## src/rtl/filtro_temperatura.sv

```systemverilog
// Sensor input conditioning: range check, power-of-two moving average, and fault
// detection on a missing-sample timeout or repeated out-of-range samples.
module filtro_temperatura #(
  parameter int ANCHO      = 10,
  parameter int LOG2_N     = 2,
  parameter int TEMP_MIN   = 0,
  parameter int TEMP_MAX   = 1000,
  parameter int TIMEOUT    = 64,
  parameter int MAX_FUERA  = 3,
  parameter int TEMP_RESET = 220
) (
  input  logic             clk,
  input  logic             arst_n,
  input  logic [ANCHO-1:0] muestra_in,
  input  logic             muestra_valida,
  output logic [ANCHO-1:0] temp_filtrada,
  output logic             temp_valida,
  output logic             falla_sensor,
  output logic [1:0]       estado_filtro
);

  localparam int N  = 1 << LOG2_N;
  localparam int SW = ANCHO + LOG2_N;
  localparam int WW = (TIMEOUT > 1) ? $clog2(TIMEOUT) : 1;
  localparam int FW = $clog2(MAX_FUERA) + 1;
  localparam int CW = LOG2_N + 1;

  localparam logic [1:0] LLENADO   = 2'b00;
  localparam logic [1:0] FILTRANDO = 2'b01;
  localparam logic [1:0] FALLA     = 2'b10;

  logic [1:0]       state_q, state_d;
  logic [ANCHO-1:0] buf_q [N];
  logic [LOG2_N-1:0] ptr_q, ptr_d, wr_idx;
  logic [CW-1:0]    cnt_q, cnt_d;
  logic [SW-1:0]    suma_q, suma_d, suma_nxt;
  logic [WW-1:0]    wdog_q, wdog_d;
  logic [FW-1:0]    fuera_q, fuera_d;
  logic [ANCHO-1:0] temp_q, temp_d, viejo;
  logic             valid_q, valid_d, wr_en, en_rango;

  // Signed compare keeps a zero lower bound from being a constant-true test.
  assign en_rango = (int'(muestra_in) >= TEMP_MIN) && (int'(muestra_in) <= TEMP_MAX);
  // Slots not yet written since the last flush count as zero.
  assign viejo    = (cnt_q == CW'(N)) ? buf_q[ptr_q] : '0;
  assign suma_nxt = suma_q + SW'(muestra_in) - SW'(viejo);

  always_comb begin
    state_d = state_q;
    ptr_d   = ptr_q;
    cnt_d   = cnt_q;
    suma_d  = suma_q;
    wdog_d  = wdog_q;
    fuera_d = fuera_q;
    temp_d  = temp_q;
    valid_d = 1'b0;
    wr_en   = 1'b0;
    wr_idx  = ptr_q;
    if (state_q == FALLA) begin
      if (muestra_valida && en_rango) begin
        state_d = LLENADO;
        wr_en   = 1'b1;
        wr_idx  = '0;
        suma_d  = SW'(muestra_in);
        ptr_d   = LOG2_N'(1);
        cnt_d   = CW'(1);
        wdog_d  = '0;
        fuera_d = '0;
      end
    end else if (muestra_valida) begin
      wdog_d = '0;
      if (en_rango) begin
        fuera_d = '0;
        wr_en   = 1'b1;
        suma_d  = suma_nxt;
        ptr_d   = ptr_q + 1'b1;
        if (cnt_q != CW'(N)) cnt_d = cnt_q + 1'b1;
        if (state_q == FILTRANDO || cnt_q == CW'(N-1)) begin
          state_d = FILTRANDO;
          temp_d  = suma_nxt[SW-1:LOG2_N];
          valid_d = 1'b1;
        end
      end else if (fuera_q == FW'(MAX_FUERA-1)) begin
        state_d = FALLA;
        fuera_d = '0;
      end else begin
        fuera_d = fuera_q + 1'b1;
      end
    end else if (wdog_q == WW'(TIMEOUT-1)) begin
      state_d = FALLA;
    end else begin
      wdog_d = wdog_q + 1'b1;
    end
  end

  always_ff @(posedge clk or negedge arst_n) begin
    if (!arst_n) begin
      state_q <= LLENADO;
      ptr_q   <= '0;
      cnt_q   <= '0;
      suma_q  <= '0;
      wdog_q  <= '0;
      fuera_q <= '0;
      temp_q  <= ANCHO'(TEMP_RESET);
      valid_q <= 1'b0;
    end else begin
      state_q <= state_d;
      ptr_q   <= ptr_d;
      cnt_q   <= cnt_d;
      suma_q  <= suma_d;
      wdog_q  <= wdog_d;
      fuera_q <= fuera_d;
      temp_q  <= temp_d;
      valid_q <= valid_d;
    end
  end

  always_ff @(posedge clk or negedge arst_n) begin
    if (!arst_n) begin
      for (int i = 0; i < N; i++) buf_q[i] <= '0;
    end else if (wr_en) begin
      buf_q[wr_idx] <= muestra_in;
    end
  end

  assign temp_filtrada = temp_q;
  assign temp_valida   = valid_q;
  assign falla_sensor  = (state_q == FALLA);
  assign estado_filtro = state_q;

endmodule

```

## config.mk

```make
export PLATFORM = sky130hd
export DESIGN_NAME = filtro_temperatura
export DESIGN_NICKNAME = d
export VERILOG_FILES = /design/src/rtl/filtro_temperatura.sv
export SDC_FILE = /design/constraint.sdc
export NUM_CORES = 1
export LEC_CHECK = 0
export ABC_AREA = 1
export CELL_PAD_IN_SITES_DETAIL_PLACEMENT = 1
export CELL_PAD_IN_SITES_GLOBAL_PLACEMENT = 2
export CORE_MARGIN = 1.5
export CORE_UTILIZATION = 38
export CTS_CLUSTER_DIAMETER = 60
export DETAILED_ROUTE_END_ITERATION = 10
export PLACE_DENSITY = 0.92
export SLEW_MARGIN = 20
export SYNTH_ARGS = -nofsm -noshare
export SYNTH_HDL_FRONTEND = slang
export SYNTH_SLANG_ARGS = --single-unit
```

## constraint.sdc

```tcl
create_clock -name clk -period 5.4 [get_ports clk]
set_input_delay 0.81 -clock clk [delete_from_list [all_inputs] [get_ports clk]]
set_output_delay 0.81 -clock clk [all_outputs]
set_load 0.02 [all_outputs]
```

==> impl_results.md <==
* Status: finished, final reports clean
* CTS tree: built
* Area grow syn2layout at 15.5%
* Max FO, Critical Path at 13
* Final Skew at 0.00714 ns
* Die H at 114 microns
* WL per Instance at 16.4 microns
* Die ar. at 12900 sq um
* Starting Density at 0.389
* Hold Vio Cnt, Final at 0
* Worst slew pin tran at 0.825 ns
* Rows at 40
* Final wirelength at 13.0 mm
* Synth Area in XOR/XNOR at 0.0113
* TNS Setup at 0 ns
* Leak pwr at 2.71 nW
* Initial DRC Count at 135
* Hold Crit Class: flip-flop to flip-flop
* Clock latency at the later pin of the worst-skew pair at 0.35 ns
* CTS sink count at 79
* Leading cell type in the layout, fill and taps excluded: nand2_1
* Post-synth EDFFs at 0
* Initial DRT Pass Iterations at 4
* Post-Synth Adder-Cell Area at 0.0861
* Initial antenna violation count at 0
* GRT Residual Overflow at 0
* Largest net degree at the start of global routing at 80
* R2r worst-path depth at 10
* Ys Warns at 0
* Vias in the first global route at 4462
* DR vias at 4067
* Worst ir drop on vdd at 263 uV
* Post-synthesis simple-gate area fraction at 0.290
* Antenna Violating Nets Remaining at 0
* Die Width at 114 microns
* Cell taking the most area after synthesis: dfrtp_1
* H-tree depth at 3
* Crit path max-delay family: adder cells
* Worst Setup End Kind: flip-flop
* Cells after synthesis at 617
* Final count of pins violating max slew at 0
* Largest family of logic cells by synthesized area: simple AND/OR/NAND/NOR gates
* Minimum clock period at 3.61 ns
* All-Layer GR Usage at 0.224
* Commonest non-fill, non-tap cells in the layout: nand2_1, inv_1, dfrtp_1
* Mux contribution to synthesized area at 0
* Fmax at 277 MHz
* Synth top area share at 0.398
* Post-CTS resize count at 0
* Share of layout cells above drive strength 1 at 0.0606
* Root buffer cell: clkbuf_16
* CTS Buffer Depth at 2
* Critical Path AT at 3.87 ns
* Data required time of the critical path at 5.66 ns
* Port bufs at 26
* Synth Area in Compound Gates at 0.0979
* Detailed placement HPWL at 9.32 mm
* Cell depth of the worst setup path at 10
* Pwr/cell area at 645 nW/um^2
* # hold bufs at CTS at 0
* Top_reg_cell synth: dfrtp_1
* Setup Fix Bufs, Post-CTS at 0
* Clk pin slew, worst setup/hold paths at 0.06 ns
* # DRC at 0
* Tcrit/Tclk final at 0.668
* Synth top area cells: dfrtp_1, nand2_1, inv_1
* Register area share after synthesis at 0.426
* Setup CP Type: flip-flop to flip-flop
* Worst path max stage delay at 0.76 ns
* Ys async rst share at 1.00
* Yosys reg bits at 79
* Num CTS Buffers at 9
* Slowest cell on crit path: dfrtp_1
* Core ar. at 12000 sq um
* Post-Syn Area at 4650 sq um
* Crit start category: flip-flop
* First-pass GRT wire length at 22.4 mm
* Nets at 678
* Yosys cell types at 35
* Placer Congestion at 0.834
* # IOs at 27
* N_diodes at 0
* Setup-failing EPs final at 0
* Setup repair after global routing missed its margin: no
* Mean post-synth cell area at 7.54 sq um
* Relative slew slack at 0.448
* Final hold slack at 0.470 ns
* Max_cap viols at 0
* Worst path bufs/invs at 1
* Hold Crit Depth at 2
* DR vias/cell at 5.14
* Critical path cell sequence: inv_1 > nor2_1 > o21ai_0 > a21oi_1 > fa_1 > fa_1 > o21ai_0 > xor2_1 > nand2_1 > o211ai_1
* Mapped Nets at 656
cells by family (layout without fill, tap and decap cells):
family	count (synthesis)	in the layout
AO/OA/AOI/OAI	84	84
XOR/XNOR	6	6
adder cells (fa/ha/maj)	26	26
buffers and inverters	104	131
flip-flops	79	79
AND/OR/NAND/NOR	318	318
power by group:
| group | switching [mW] | total, mW | internal [mW] |
|---|---|---|---|
| Clock | 0.256 | 0.709 | 0.453 |
| Combinational | 1.14 | 1.74 | 0.606 |
| Sequential | 0.150 | 1.01 | 0.863 |
synthesized netlist by cell type, types with 2 or more instances:
| master | n |
|---|---|
| nand2_1 | 211 |
| inv_1 | 86 |
| dfrtp_1 | 74 |
| o21ai_0 | 44 |
| nand3_1 | 42 |
| nor2_1 | 40 |
| a21oi_1 | 26 |
| ha_1 | 16 |
| fa_1 | 10 |
| clkbuf_1 | 7 |
| nand2_2 | 7 |
| buf_2 | 6 |
| nand4_1 | 6 |
| o211ai_1 | 6 |
| dfstp_2 | 5 |
| xor2_1 | 5 |
| o21bai_1 | 4 |
| nand2_4 | 3 |
| clkbuf_2 | 2 |
| nor2_4 | 2 |
through the flow:
step,power [mW],utilization,worst slack (ns),cell area [sq um],cells
floorplan,2.23,-,2.67,4650,617
global placement,2.70,0.420,1.84,5020,775
detailed placement,2.78,0.421,1.77,5030,775
CTS,3.51,0.449,1.73,5370,791
global route,3.80,0.449,1.51,5370,791
finish,3.47,0.449,1.79,5370,791
layer usage:
| layer | vias to the layer above | routed length [microns] | share of wire | GRT usage |
|---|---|---|---|---|
| met5 | - | 0 | 0 | 0 |
| met4 | 0 | 274 | 0.021 | 0.0867 |
| met2 | 62 | 6300 | 0.49 | 0.375 |
| met3 | 18 | 415 | 0.032 | 0.0324 |
| li1 | 1978 | - | - | - |
| met1 | 2009 | 5980 | 0.46 | 0.293 |
worst paths after layout:
path / start / to / slack, ns
setup reg to reg: ptr_q[1]$_DFFE_PN0P_ / suma_q[4]$_DFFE_PN0P_ / 1.79
min in group asynchronous: arst_n / buf_q[20]$_DFFE_PN0P_ / 0.51
setup / recovery: ptr_q[1]$_DFFE_PN0P_ / suma_q[4]$_DFFE_PN0P_ / 1.79
max in group asynchronous: arst_n / temp_filtrada[9]$_DFFE_PN0P_ / 4.37
hold reg to reg: buf_q[7]$_DFFE_PN0P_ / buf_q[7]$_DFFE_PN0P_ / 0.47
hold / removal: buf_q[7]$_DFFE_PN0P_ / buf_q[7]$_DFFE_PN0P_ / 0.47
state kept, by name (all words and copies together), names as in the netlist:
name / flops
temp_valida: 1
cnt_q: 3
wdog_q: 6
buf_q: 40
ptr_q: 2
fuera_q: 3
estado_filtro: 2
suma_q: 12
temp_filtrada: 10
layout make-up:
type                    count  area (sq um)
repair buffers             27           269
clock inverters             5           106
well taps                 147           184
fillers                  1488          6590
inverters                  88           333
flip-flops and latches     79          1980
multi-input cells         434          2260
clock buffers              11           233
tightest hold or removal path, stage by stage, from the launching register on:
cell     delay [ns]
dfrtp_1        0.34
nand2_1        0.05
nand2_1        0.05
Note: power is estimated with default switching activity, not from simulation.
